### config.mk
export PLATFORM = sky130hd
export DESIGN_NAME = vga_timing_driver
export DESIGN_NICKNAME = d
export VERILOG_FILES = /design/src/rtl/vga_timing_driver.sv
export SDC_FILE = /design/constraint.sdc
export NUM_CORES = 1
export LEC_CHECK = 0
export CAP_MARGIN = 30
export CORE_ASPECT_RATIO = 0.8
export CORE_MARGIN = 5
export CORE_UTILIZATION = 47
export DETAILED_ROUTE_END_ITERATION = 7
export PLACE_DENSITY = 0.79
export SLEW_MARGIN = 5
export SYNTH_ARGS = -nofsm -noshare
export SYNTH_HDL_FRONTEND = slang
export SYNTH_SLANG_ARGS = --single-unit
### constraint.sdc
create_clock -name CLK -period 2 [get_ports CLK]
set_input_delay 0.3 -clock CLK [delete_from_list [all_inputs] [get_ports CLK]]
set_output_delay 0.3 -clock CLK [all_outputs]
set_load 0.03 [all_outputs]
### src/rtl/vga_timing_driver.sv
// VGA timing generator: pixel-address outputs plus registered HS/VS/colour with blanking.
// Optional build macro VGA_BORDER_EN paints the outermost visible pixels white.
module vga_timing_driver #(
    parameter int unsigned CLK_DIV = 4,
    parameter int unsigned H_VIS   = 640,
    parameter int unsigned H_FP    = 16,
    parameter int unsigned H_SYNC  = 96,
    parameter int unsigned H_BP    = 48,
    parameter int unsigned V_VIS   = 480,
    parameter int unsigned V_FP    = 10,
    parameter int unsigned V_SYNC  = 2,
    parameter int unsigned V_BP    = 33
) (
    input  logic        CLK,
    input  logic        RESET,
    input  logic [11:0] COLOUR_IN,
    output logic [9:0]  ADDRH,
    output logic [8:0]  ADDRV,
    output logic [11:0] COLOUR_OUT,
    output logic        HS,
    output logic        VS,
    output logic        FRAME_START
);

    localparam int unsigned DivW = (CLK_DIV > 1) ? $clog2(CLK_DIV) : 1;

    localparam logic [DivW-1:0] DivMax = DivW'(CLK_DIV - 1);

    localparam logic [9:0] HVis    = 10'(H_VIS);
    localparam logic [9:0] HSyncS  = 10'(H_VIS + H_FP);
    localparam logic [9:0] HSyncE  = 10'(H_VIS + H_FP + H_SYNC);
    localparam logic [9:0] HTotM1  = 10'(H_VIS + H_FP + H_SYNC + H_BP - 1);
    localparam logic [9:0] VVis    = 10'(V_VIS);
    localparam logic [9:0] VSyncS  = 10'(V_VIS + V_FP);
    localparam logic [9:0] VSyncE  = 10'(V_VIS + V_FP + V_SYNC);
    localparam logic [9:0] VTotM1  = 10'(V_VIS + V_FP + V_SYNC + V_BP - 1);

    logic [DivW-1:0] r_div_cnt;
    logic [9:0]      r_h_cnt;
    logic [9:0]      r_v_cnt;
    logic            r_hs;
    logic            r_vs;
    logic [11:0]     r_colour;

    logic        w_pix_en;
    logic        w_h_last;
    logic        w_v_last;
    logic        w_h_vis;
    logic        w_v_vis;
    logic        w_visible;
    logic        w_hs_act;
    logic        w_vs_act;
    logic [11:0] w_colour_d;

    assign w_pix_en  = (r_div_cnt == DivMax);
    assign w_h_last  = (r_h_cnt == HTotM1);
    assign w_v_last  = (r_v_cnt == VTotM1);
    assign w_h_vis   = (r_h_cnt < HVis);
    assign w_v_vis   = (r_v_cnt < VVis);
    assign w_visible = w_h_vis && w_v_vis;
    assign w_hs_act  = (r_h_cnt >= HSyncS) && (r_h_cnt < HSyncE);
    assign w_vs_act  = (r_v_cnt >= VSyncS) && (r_v_cnt < VSyncE);

    // Addresses come straight from the counters so the renderer sees them a full pixel early.
    assign ADDRH       = w_h_vis ? r_h_cnt : 10'd0;
    assign ADDRV       = w_v_vis ? r_v_cnt[8:0] : 9'd0;
    assign FRAME_START = w_pix_en && w_h_last && w_v_last;

    assign HS         = r_hs;
    assign VS         = r_vs;
    assign COLOUR_OUT = r_colour;

    always_comb begin
        w_colour_d = 12'h000;
        if (w_visible) begin
            w_colour_d = COLOUR_IN;
`ifdef VGA_BORDER_EN
            if ((r_h_cnt == 10'd0) || (r_h_cnt == HVis - 10'd1) ||
                (r_v_cnt == 10'd0) || (r_v_cnt == VVis - 10'd1)) begin
                w_colour_d = 12'hFFF;
            end
`endif
        end
    end

    always_ff @(posedge CLK) begin
        if (RESET) begin
            r_div_cnt <= '0;
            r_h_cnt   <= 10'd0;
            r_v_cnt   <= 10'd0;
            r_hs      <= 1'b1;
            r_vs      <= 1'b1;
            r_colour  <= 12'h000;
        end else begin
            r_div_cnt <= w_pix_en ? '0 : r_div_cnt + DivW'(1);
            if (w_pix_en) begin
                r_h_cnt <= w_h_last ? 10'd0 : r_h_cnt + 10'd1;
                if (w_h_last) begin
                    r_v_cnt <= w_v_last ? 10'd0 : r_v_cnt + 10'd1;
                end
                // Sync and colour are registered together so they stay one pixel behind the counters.
                r_hs     <= !w_hs_act;
                r_vs     <= !w_vs_act;
                r_colour <= w_colour_d;
            end
        end
    end

endmodule

# == Word-level counts from Yosys, hierarchy flattened ==
# Index checks and enable logic that the tools add are counted.
# totals
ram_bits,0
output_inout_bits,34
rom_bits,0
register_bits,36
latchBits,0
input_bits,14
mem_count,0
wordCells,32
# classes
mux,5
shifts,0
n_addsub,3
bitwise_logic,0
reduce_logical,9
multipliers,0
eq_ne,3
div,0
magnitude_cmp,6
# ops
cell,n
10-bit 2-to-1 mux,3
"10-bit by 1-bit adder with 10-bit output, second input constant",2
"10-bit == test, second input constant",2
"10-bit less-than comparator, second input constant",2
"10-bit by 9-bit less-than comparator with 1-bit output, second input constant",2
12-bit 2-to-1 mux,1
"10-bit greater-or-equal comparator, second input constant",1
"10-bit by 9-bit greater-or-equal comparator with 1-bit output, second input constant",1
9-bit 2-to-1 mux,1
1-bit logical AND,5
"2-bit by 1-bit adder with 2-bit output, second input constant",1
"2-bit == test, second input constant",1
1-bit zero test,2
2-bit AND reduction,1
2-bit OR reduction,1

# == Depth between registers and ports, before layout ==
# Gate-level depths: netlist of run 1.
# depth
word_depth,3
ltp_mapped,6
ltp_nobuf,6

# == Least setup slack after synthesis of run 1 ==
# No wires, ideal clock.
# synth_timing
kind,register to output
start,register r_h_cnt[0]
end,output port FRAME_START
path_slack_ns,0.090
t_arrival_ns,1.610
path_stages_with_launch,6
required_ns,1.700
path_buffers,1
cell_sequence,dfxtp_1 ha_1 and3_1 nand4_4 clkbuf_1 nor2_1
# synth_between
elab_chain_cells,3
# synth_lines
item,line,text
"start, declared",39,logic [9:0] r_h_cnt;
"start signal, assigned",97,r_h_cnt <= w_h_last ? 10'd0 : r_h_cnt + 10'd1;
10-bit == test,56,assign w_h_last = (r_h_cnt == HTotM1);
1-bit logical AND (2 in a row),67,assign FRAME_START = w_pix_en && w_h_last && w_v_last;
"end, declared",22,output logic FRAME_START
# Every way passes these cells.

# == Worst setup path after layout of run 1 ==
# layout_timing
start,register r_h_cnt[8]
end,output port FRAME_START
# Same word-level chain as after synthesis.

==> results by group, run 1 <==
Status
  – Status: completed

Floorplanning
  – Boundary Pins: 48
  – Die area: 4928 sq um
  – Die Y: ~64 um
  – CORE AREA: 3471 sq um
  – Row Count: 19
  – Die Wd: 77.25 um
  – Initial Utilization: a little under 50%

Synth
  – Mapped cell area: 1700 sq um
  – Synth cell types: 33
  – Sequential area share after synthesis: 42.38%
  – Asr flop ratio synth: 0%
  – FF+latch count, synth: 36
  – Primary FF master, synth: dfxtp_1
  – Synth Area per Inst: 8.997 sq um
  – Mapped Cells: 189
  – Number of synthesis warnings: 0
  – Syn Nets: 208
  – Post-synth EDFFs: 0

Global route
  – First-pass GRT wire length: just under 7000 um
  – Vias in the first global route: 1,414
  – Total grt overflow: 0
  – Largest net degree at the start of global routing: 16
  – All-layer global routing usage: 16.88%
  – Initial antenna violation count: 0

Clock tree
  – CTS Hold Bufs: 0
  – Worst-case clock buffer depth: 2
  – CTS tree: yes
  – Total CTS buffers: 5
  – Clock latency on the worst-skew pair: 0.29 ns
  – Root Buffer: clkbuf_8
  – CTS Sinks: 36
  – Max H-tree Level: 2
  – Worst-path clk slew: about 0.080 ns

Routing
  – DRC violations left: 0
  – WL/cell: around 15 um
  – First-pass detailed-route iteration total: 4
  – Number of nets still failing antenna checks after routing: 0
  – DRT iter0 DRCs: ~110
  – Via-to-Cell Ratio: about 5.4
  – Overall via count from detail_route: 1,624
  – Final WL: about 4400 um

STA
  – Final setup vio count: 0
  – Final setup skew: around 0.007 ns
  – Final Hold Fails: 0
  – Worst-Margin Slew: 0.7991 ns
  – Worst Hold Slack: 0.4324 ns
  – Worst slew margin: 46.53%
  – Minimum clock period: a little under 2 ns
  – Fmax: around 0.52 GHz
  – PnR worst setup slack: between 0.06 and 0.07 ns
  – Final Max Tran Viols: 0
  – Tcrit/Tclk final: 96.79%
  – Sum Neg Setup Slack: 0 ns

Job
  – # Max-Cap Violations: 0

Placement
  – Post-DP HPWL: 3088 um
  – Placer Congestion: 0.8266
  – Buffers on Ports: 47
  – Pre-CTS WS: 0.05896 ns

Cells and area
  – Area growth, synth to finish: 44.22%
  – Antenna Cells: 0
  – Post-layout nets: ~280
  – # fillers: 279
  – Share of layout cells above drive strength 1: 16.67%

Worst hold path
  – Min-Delay Path Class: flip-flop to flip-flop

Power and ir drop
  – Leak Pwr: 0.001056 uW
  – Sw power: 342.2 uW
  – Combinational Power Share: 8.3%
  – Switching Share: 22.70%
  – Power Density: 614.7 nW/um^2
  – Max rail drop VDD: slightly below 700 uV
  – PnR Total Power: 1507 uW
  – Flop pwr share: 49.2%
  – P_int: 1165 uW
  – Clock share of power: 42.5%

Worst setup path
  – CP Capture Type: output pin
  – RR Endpoint: r_v_cnt[6]
  – Start point of the critical path: r_h_cnt[8]
  – Crit-path max FO: 6
  – CP Launch Type: flip-flop
  – RR Startpoint: r_h_cnt[8]
  – Worst path required time: 1.70 ns
  – Worst EP arrival: 1.64 ns
  – Reg2Reg Depth: 5
  – Setup CP Type: flip-flop to output pin
  – Crit path to: FRAME_START
  – Reg-to-reg slack, setup: 0.13 ns
## cells in the final DEF, fill, tap and decap left out, types with 6 or more instances in the layout
cell	count
dfxtp_1	36
buf_4	32
clkdlybuf4s50_1	27
and2_1	16
nor3_1	15
a22o_1	12
nand2_1	10
a21oi_1	10
nor2_1	8
inv_1	7
dlygate4sd2_1	7
nand4_1	6
nand3_1	6
xnor2_1	6
## critical path, stage by stage, from the launching register on
cell	delay (ns)
dfxtp_1	0.43
nor4b_4	0.34
nand4_4	0.19
nor2_1	0.19
buf_4	0.19
## cell usage after synthesis, types with 4 or more instances
master | number | share of area, %
clkbuf_1 | 6 | 1.3
o31ai_1 | 4 | 1.8
ha_1 | 5 | 3.7
o21ai_0 | 5 | 1.5
or3_1 | 5 | 1.8
or4_1 | 4 | 1.8
xnor2_1 | 6 | 3.1
nand2_1 | 10 | 2.2
a22o_1 | 12 | 6.2
and2_1 | 16 | 5.9
inv_1 | 7 | 1.5
nor2b_1 | 4 | 1.5
nand4_1 | 6 | 2.2
dfxtp_1 | 36 | 42
a21oi_1 | 10 | 2.9
nor3_1 | 15 | 4.4
nor2_1 | 9 | 2.0
nand3_1 | 6 | 1.8
xor2_1 | 4 | 2.1
## power by group through the flow
stage | sequential, uW | clock, uW | combinational [uW]
floorplan | 778 | 0 | 41.2
global route | 742 | 682 | 135
finish | 741 | 641 | 126
global placement | 757 | 0 | 125
detailed placement | 758 | 0 | 126
CTS | 741 | 648 | 127
## sequential cells by signal, summed over array words and instances (netlist names)
signal	count
r_v_cnt	10
HS	1
VS	1
COLOUR_OUT	12
r_div_cnt	2
r_h_cnt	10
## repair_timing
action | 4_1_cts | 5_1_grt
gates resized for setup | 7 | 7
gates cloned | 0 | 0
buffers inserted | 0 | 4
setup endpoints to repair | 7 | 18
pin swaps | 0 | 1
## kinds of logic (layout without fill, tap and decap cells)
logic type                 count (synthesis)  after routing  share of synthesized area [%]
xor gates and xnor gates                  10             10                          5.151
DFF                                       36             36                          42.38
buffers and inverters                     17             86                          4.415
adders and majority gates                  5              5                          3.679
and+or+nand+nor                           86             86                          30.17
AOI/OAI and AO/OA                         35             35                          14.20
## layer usage
metal  track usage (%)  up-vias  routed length (um)
met5                 0        -                   0
met4             5.794        0                  34
met3             4.916        2                 291
met2             26.16       53                1970
met1             22.55      753                2055
li1                  -      816                   -
## cell type report
type / instances / area, sq um / area share (%)
tap: 42 / 52.55 / 2.143
timing repair buffer: 71 / 634.4 / 25.87
clock buffer: 5 / 68.82 / 2.806
clock inverter: 3 / 42.54 / 1.735
inverter: 7 / 26.28 / 1.071
multi-input combinational: 136 / 907.1 / 36.99
sequential: 36 / 720.7 / 29.39
## worst min-delay path by stage
stage | startpoint | endpoint | slack (ns) | cells after the start
floorplan | r_div_cnt[0] | r_div_cnt[0] | 0.40 | 1
detailed placement | r_div_cnt[0] | r_div_cnt[0] | 0.42 | 1
global placement | r_div_cnt[0] | r_div_cnt[0] | 0.42 | 1
global route | r_div_cnt[0] | r_div_cnt[0] | 0.46 | 1
CTS | r_div_cnt[0] | r_div_cnt[0] | 0.43 | 1
finish | r_div_cnt[0] | r_div_cnt[0] | 0.43 | 1
## metrics by stage
stage / std cells / util (%) / area [sq um]
after global placement: 288 / 66.40 / 2305
final: 300 / 70.66 / 2452
after detailed placement: 288 / 66.40 / 2305
after floorplan: 189 / - / 1700
after global routing: 300 / 70.66 / 2452
after CTS: 296 / 69.36 / 2407
Note: power is estimated with default switching activity, not from simulation.
==> run 2, diff against run 1 <==
- CORE_MARGIN: 5 -> not set
- CTS_CLUSTER_DIAMETER: not set -> 80
- SETUP_SLACK_MARGIN: not set -> 0.5
==> run 2 against run 1 <==
Clock skew decreased by 0.0015 ns. Via count increased by 13%. Critical path depth unchanged. Sequential power about the same. Sequential cell count unchanged. Final area increased by 15%. Count of clock-buffer cells in the layout unchanged. Worst hold slack improved by 0.012 ns. Largest cell class unchanged.
==> results by group, run 2 (synthesis results as in run 1) <==
Worst setup path
  – Cell with the largest stage delay on the worst path: or4_1
  – Crit path cell chain: and2_1 > nand4_1 > or4_1 > a21oi_2
  – CP Launch Type: flip-flop
  – Buf/Inv on CP: 0
  – Crit-path max FO: 6
  – Family with the most delay on the worst path: simple AND/OR/NAND/NOR gates
  – Worst EP arrival: around 2.0 ns
  – Worst path required time: 2.21 ns
  – Peak per-stage delay on the critical path: between 0.5 and 0.6 ns
  – Setup CP Type: flip-flop to flip-flop
  – CP Capture Type: flip-flop

Routing
  – First-pass detailed-route iteration total: 4
  – Final WL: 5589 um
  – Number of nets still failing antenna checks after routing: 0
  – WL/cell: approximately 18 um
  – Overall via count from detail_route: 1,841
  – DRT iter0 DRCs: 116
  – Via-to-Cell Ratio: 5.808
  – DRC violations left: 0

Power and ir drop
  – Switching Share: 25.46%
  – Max rail drop VDD: around 460 uV
  – Sw power: 358.9 uW
  – Power Density: 499.5 nW/um^2
  – Leak Pwr: 0.001163 uW
  – Flop pwr share: 52.3%
  – P_int: 1051 uW
  – Combinational Power Share: between 10% and 20%
  – Clock share of power: 36.6%

Clock tree
  – CTS tree: yes
  – Total CTS buffers: 5
  – Max H-tree Level: 2
  – Worst-path clk slew: 0.08 ns
  – Clock latency on the worst-skew pair: 0.29 ns
  – Root Buffer: clkbuf_8
  – Worst-case clock buffer depth: 2
  – CTS Sinks: 36

Cells and area
  – Antenna Cells: 0
  – Most common cell after layout, fill and taps aside: buf_4
  – Most frequent cells in the layout: buf_4, dfxtp_1, buf_6
  – # fillers: 189
  – Post-layout nets: 293
  – Max reg flops: 12
  – Fin cells: 317
  – Core Util, Final: 81.89%
  – Area growth, synth to finish: 66.00%
  – Share of layout cells above drive strength 1: a little under half

STA
  – Worst slew margin: 64.23%
  – Final Hold Fails: 0
  – Worst-Margin Slew: 0.5359 ns
  – Unrepaired setup endpoints after global routing: yes
  – Final Max Tran Viols: 0
  – Fmax: approximately 0.55 GHz
  – Final setup vio count: 0
  – Final setup skew: 0.005525 ns
  – Tcrit/Tclk final: about nine tenths
  – Minimum clock period: 1.822 ns
  – Worst Hold Slack: 0.4447 ns
  – Sum Neg Setup Slack: 0 ns

Floorplanning
  – Die area: between 3000 and 4000 sq um
  – Row Count: 19
  – Boundary Pins: 48
  – Die Y: 55.80 um
  – Die Wd: 69.25 um
  – CORE AREA: 3447 sq um
  – Initial Utilization: 49.33%

Global route
  – All-layer global routing usage: 24.25%
  – Initial antenna violation count: 0
  – Total grt overflow: 0
  – Largest net degree at the start of global routing: 14
  – Vias in the first global route: 1,555
  – First-pass GRT wire length: 7486 um

Placement
  – Cells after DPL: 283
  – Buffers on Ports: 47
  – Post-DP HPWL: ~2900 um
  – Placer Congestion: 0.7990

Worst hold path
  – Min-Delay Path Class: flip-flop to flip-flop

Status
  – Status: completed

Job
  – # Max-Cap Violations: 0
-- run 2: what timing repair did --
| item | CTS | global route |
|---|---|---|
| hold buffers | 0 | 0 |
| pin swaps | 8 | 15 |
| endpoints found under the setup margin | 59 | 44 |
| buffers inserted | 10 | 16 |
| gates cloned | 0 | 0 |
| resized for setup | 114 | 60 |
-- run 2: metal layers --
layer / track usage [%] / part of all wire, % / up-vias
met3: 7.428 / 7.9 / 17
met4: 10.50 / 2.5 / 0
li1: - / - / 851
met2: 34.12 / 44 / 96
met5: 0 / 0 / -
met1: 34.09 / 45 / 877
-- run 2: power by group through the flow --
| stage | combinational [uW] | clock, uW | sequential (uW) |
|---|---|---|---|
| 2_1_floorplan | 41.8 | 0 | 779 |
| 3_3_place_gp | 123 | 0 | 760 |
| 3_5_place_dp | 124 | 0 | 760 |
| 4_1_cts | 122 | 522 | 740 |
| 5_1_grt | 163 | 553 | 741 |
| 6_report | 156 | 516 | 738 |
-- run 2: cell type report --
type	count	area [sq um]	area share [%]
well taps	42	52.55	1.862
repair buffers	88	800.8	28.37
inverters	7	26.28	0.9309
flip-flops and latches	36	748.2	26.51
clock buffers	5	68.82	2.438
clock inverters	3	18.77	0.6649
multi-input cells	136	1107	39.23
-- run 2: worst paths after layout --
kind	startpoint	end	slack (ns)	depth (start not counted)
setup reg to reg	r_v_cnt[2]	r_v_cnt[9]	0.18	4
hold / removal	r_div_cnt[0]	r_div_cnt[0]	0.44	1
setup / recovery	r_v_cnt[2]	r_v_cnt[9]	0.18	4
hold reg to reg	r_div_cnt[0]	r_div_cnt[0]	0.44	1
-- run 2: through the flow --
| step | instance area (sq um) | worst slack, ns | total power [uW] |
|---|---|---|---|
| finish | 2823 | 0.1784 | 1410 |
| global route | 2823 | 0.08956 | 1457 |
| CTS | 2526 | 0.2367 | 1384 |
| detailed placement | 2302 | 0.05147 | 884.2 |
| global placement | 2302 | 0.1092 | 882.6 |
| floorplan | 1747 | 0.4065 | 820.5 |
==> run 3, diff against run 2 <==
- CORE_UTILIZATION: 47 -> 51
- PLACE_DENSITY: 0.79 -> 0.85
- clock period: 2 -> 2.22 ns (I/O delays scaled with it)
==> run 3 against run 2 <==
Critical path depth rose by 1. Die area decreased by 7.6%. Clock power grew 10%. Sequential cell count unchanged. Core utilization is 0.55 points lower. Register-to-register slack better by 0.19 ns. Setup slack better by 0.19 ns. Non-clock buffer count is 21 lower. Sequential share of layout area up 2.9 points. Worst hold slack worse by 0.020 ns. First-iteration DRC count decreased by 14%. Wire length fell by 16%.
==> results by group, run 3 (synthesis results as in run 1) <==
Status
  – Status: completed

Worst setup path
  – Worst EP arrival: 1.52 ns
  – Reg-to-reg slack, setup: 0.37 ns
  – Buf/Inv on CP: 2
  – Peak per-stage delay on the critical path: roughly 0.33 ns
  – Cell with the largest stage delay on the worst path: dfxtp_2
  – Family with the most delay on the worst path: simple AND/OR/NAND/NOR gates
  – Setup CP Type: flip-flop to output pin
  – Most used cell, CP: buf_6
  – Worst path required time: 1.89 ns
  – CP Capture Type: output pin
  – Crit path cell chain: buf_6 > nor4b_4 > nand4_4 > nor2_4 > buf_6
  – Crit-path max FO: 5
  – CP Launch Type: flip-flop

Cells and area
  – Post-layout nets: 272
  – Most common cell after layout, fill and taps aside: clkdlybuf4s50_1
  – Most frequent cells in the layout: clkdlybuf4s50_1, dfxtp_1, buf_4
  – Area growth, synth to finish: 49.74%
  – Area occupied by multi-input gates: 1008 sq um
  – Finished Cell Area: 2546 sq um
  – # fillers: 186
  – Share of layout cells above drive strength 1: between 30% and 40%
  – Register area: 748.2 sq um
  – Antenna Cells: 0
  – Max reg flops: 12

STA
  – Final setup vio count: 0
  – Worst-Margin Slew: 0.4784 ns
  – Final Hold Fails: 0
  – Unrepaired setup endpoints after global routing: yes
  – Fmax: about 0.54 GHz
  – Sum Neg Setup Slack: 0 ns
  – Worst slew margin: between 60% and 70%
  – Tcrit/Tclk final: 83.45%
  – Final Max Tran Viols: 0
  – Final setup skew: 0.004213 ns
  – Minimum clock period: 1.853 ns

Floorplanning
  – CORE AREA: 3131 sq um
  – Die area: around 3600 sq um
  – Die Y: 53.65 um
  – Die Wd: 66.56 um
  – Boundary Pins: 48
  – Row Count: 18
  – Initial Utilization: 54.32%

Clock tree
  – Max H-tree Level: 2
  – Worst-path clk slew: 0.07 ns
  – Root Buffer: clkbuf_8
  – CTS tree: yes
  – Total CTS buffers: 5
  – Worst-case clock buffer depth: 2
  – Clock latency on the worst-skew pair: 0.29 ns
  – CTS Sinks: 36

Placement
  – Post-DP HPWL: 2718 um
  – Buffers on Ports: 47
  – Placed inst area: 2237 sq um
  – Placer Congestion: 0.8731

Worst hold path
  – Min-Delay Path Class: flip-flop to flip-flop

Global route
  – All-layer global routing usage: 26.16%
  – Largest net degree at the start of global routing: 16
  – Total grt overflow: 0
  – Vias in the first global route: 1,408
  – Initial antenna violation count: 0
  – First-pass GRT wire length: around 6800 um

Routing
  – First-pass detailed-route iteration total: 4
  – Final WL: 4696 um
  – WL/cell: between 15 and 20 um
  – Overall via count from detail_route: 1,673
  – Via-to-Cell Ratio: around 5.7
  – DRC violations left: 0
  – DRT iter0 DRCs: 100
  – Number of nets still failing antenna checks after routing: 0

Job
  – # Max-Cap Violations: 0

Power and ir drop
  – Max rail drop VDD: 561.9 uV
  – Leak Pwr: between 0.0009 and 0.001 uW
  – Power Density: between 500 and 600 nW/um^2
[run 3: cell types whose count changed in the layout (fill, tap and decap cells not counted), moves of 7 or more]
cell / previous run / this run
and2_1: 3 / 10
and2_4: 13 / 6
buf_2: 2 / 9
buf_4: 34 / 17
buf_6: 24 / 8
clkdlybuf4s50_1: 13 / 27
dlygate4sd2_1: 14 / 2
[run 3: per-stage QoR]
step / total power (uW) / setup WS (ns) / instances / hold slack, ns / utilization [%]
finish: 1348 / 0.3675 / 294 / 0.4243 / 81.33
global route: 1395 / 0.3057 / 294 / 0.4402 / 81.33
CTS: 1346 / 0.3500 / 287 / 0.4306 / 75.86
detailed placement: 792.5 / 0.07099 / 274 / 0.4175 / 71.46
global placement: 790.5 / 0.1712 / 274 / 0.4170 / 71.46
floorplan: 737.7 / 0.5282 / 189 / 0.4043 / -
[run 3: metal layers]
| metal | GRT usage [%] | vias to the layer above | wire (um) |
|---|---|---|---|
| met5 | 0 | - | 0 |
| met4 | 10.64 | 0 | 40 |
| met3 | 7.415 | 6 | 375 |
| met2 | 39.39 | 82 | 2177 |
| met1 | 35.33 | 780 | 2103 |
| li1 | - | 805 | - |
[run 3: where the power goes]
group	leakage, uW	internal [uW]	switching [uW]
Clock	0.0000552	333	236
Sequential	0.000298	656	9.60
Combinational	0.000630	57.3	56.0
[run 3: final cells by class]
cell class | instances | share of cell area, %
inverter | 7 | 1.032
clock buffer | 6 | 2.850
timing repair buffer | 67 | 23.78
clock inverter | 2 | 1.376
sequential | 36 | 29.39
tap | 40 | 1.966
multi-input combinational | 136 | 39.61
[run 3: timing repair]
| action | CTS | global route |
|---|---|---|
| buffers inserted | 5 | 6 |
| gates cloned | 0 | 1 |
| endpoints found under the setup margin | 41 | 34 |
| gates resized for setup | 97 | 59 |
| pin swaps | 4 | 13 |
| hold buffers | 0 | 0 |
[run 3: path summary, 6_finish.rpt]
kind / startpoint / endpoint / cells past startpoint
setup / recovery: r_h_cnt[7] / FRAME_START / 5
hold / removal: r_div_cnt[0] / r_div_cnt[0] / 1
hold reg to reg: r_div_cnt[0] / r_div_cnt[0] / 1
setup reg to reg: r_h_cnt[7] / r_v_cnt[5] / 7
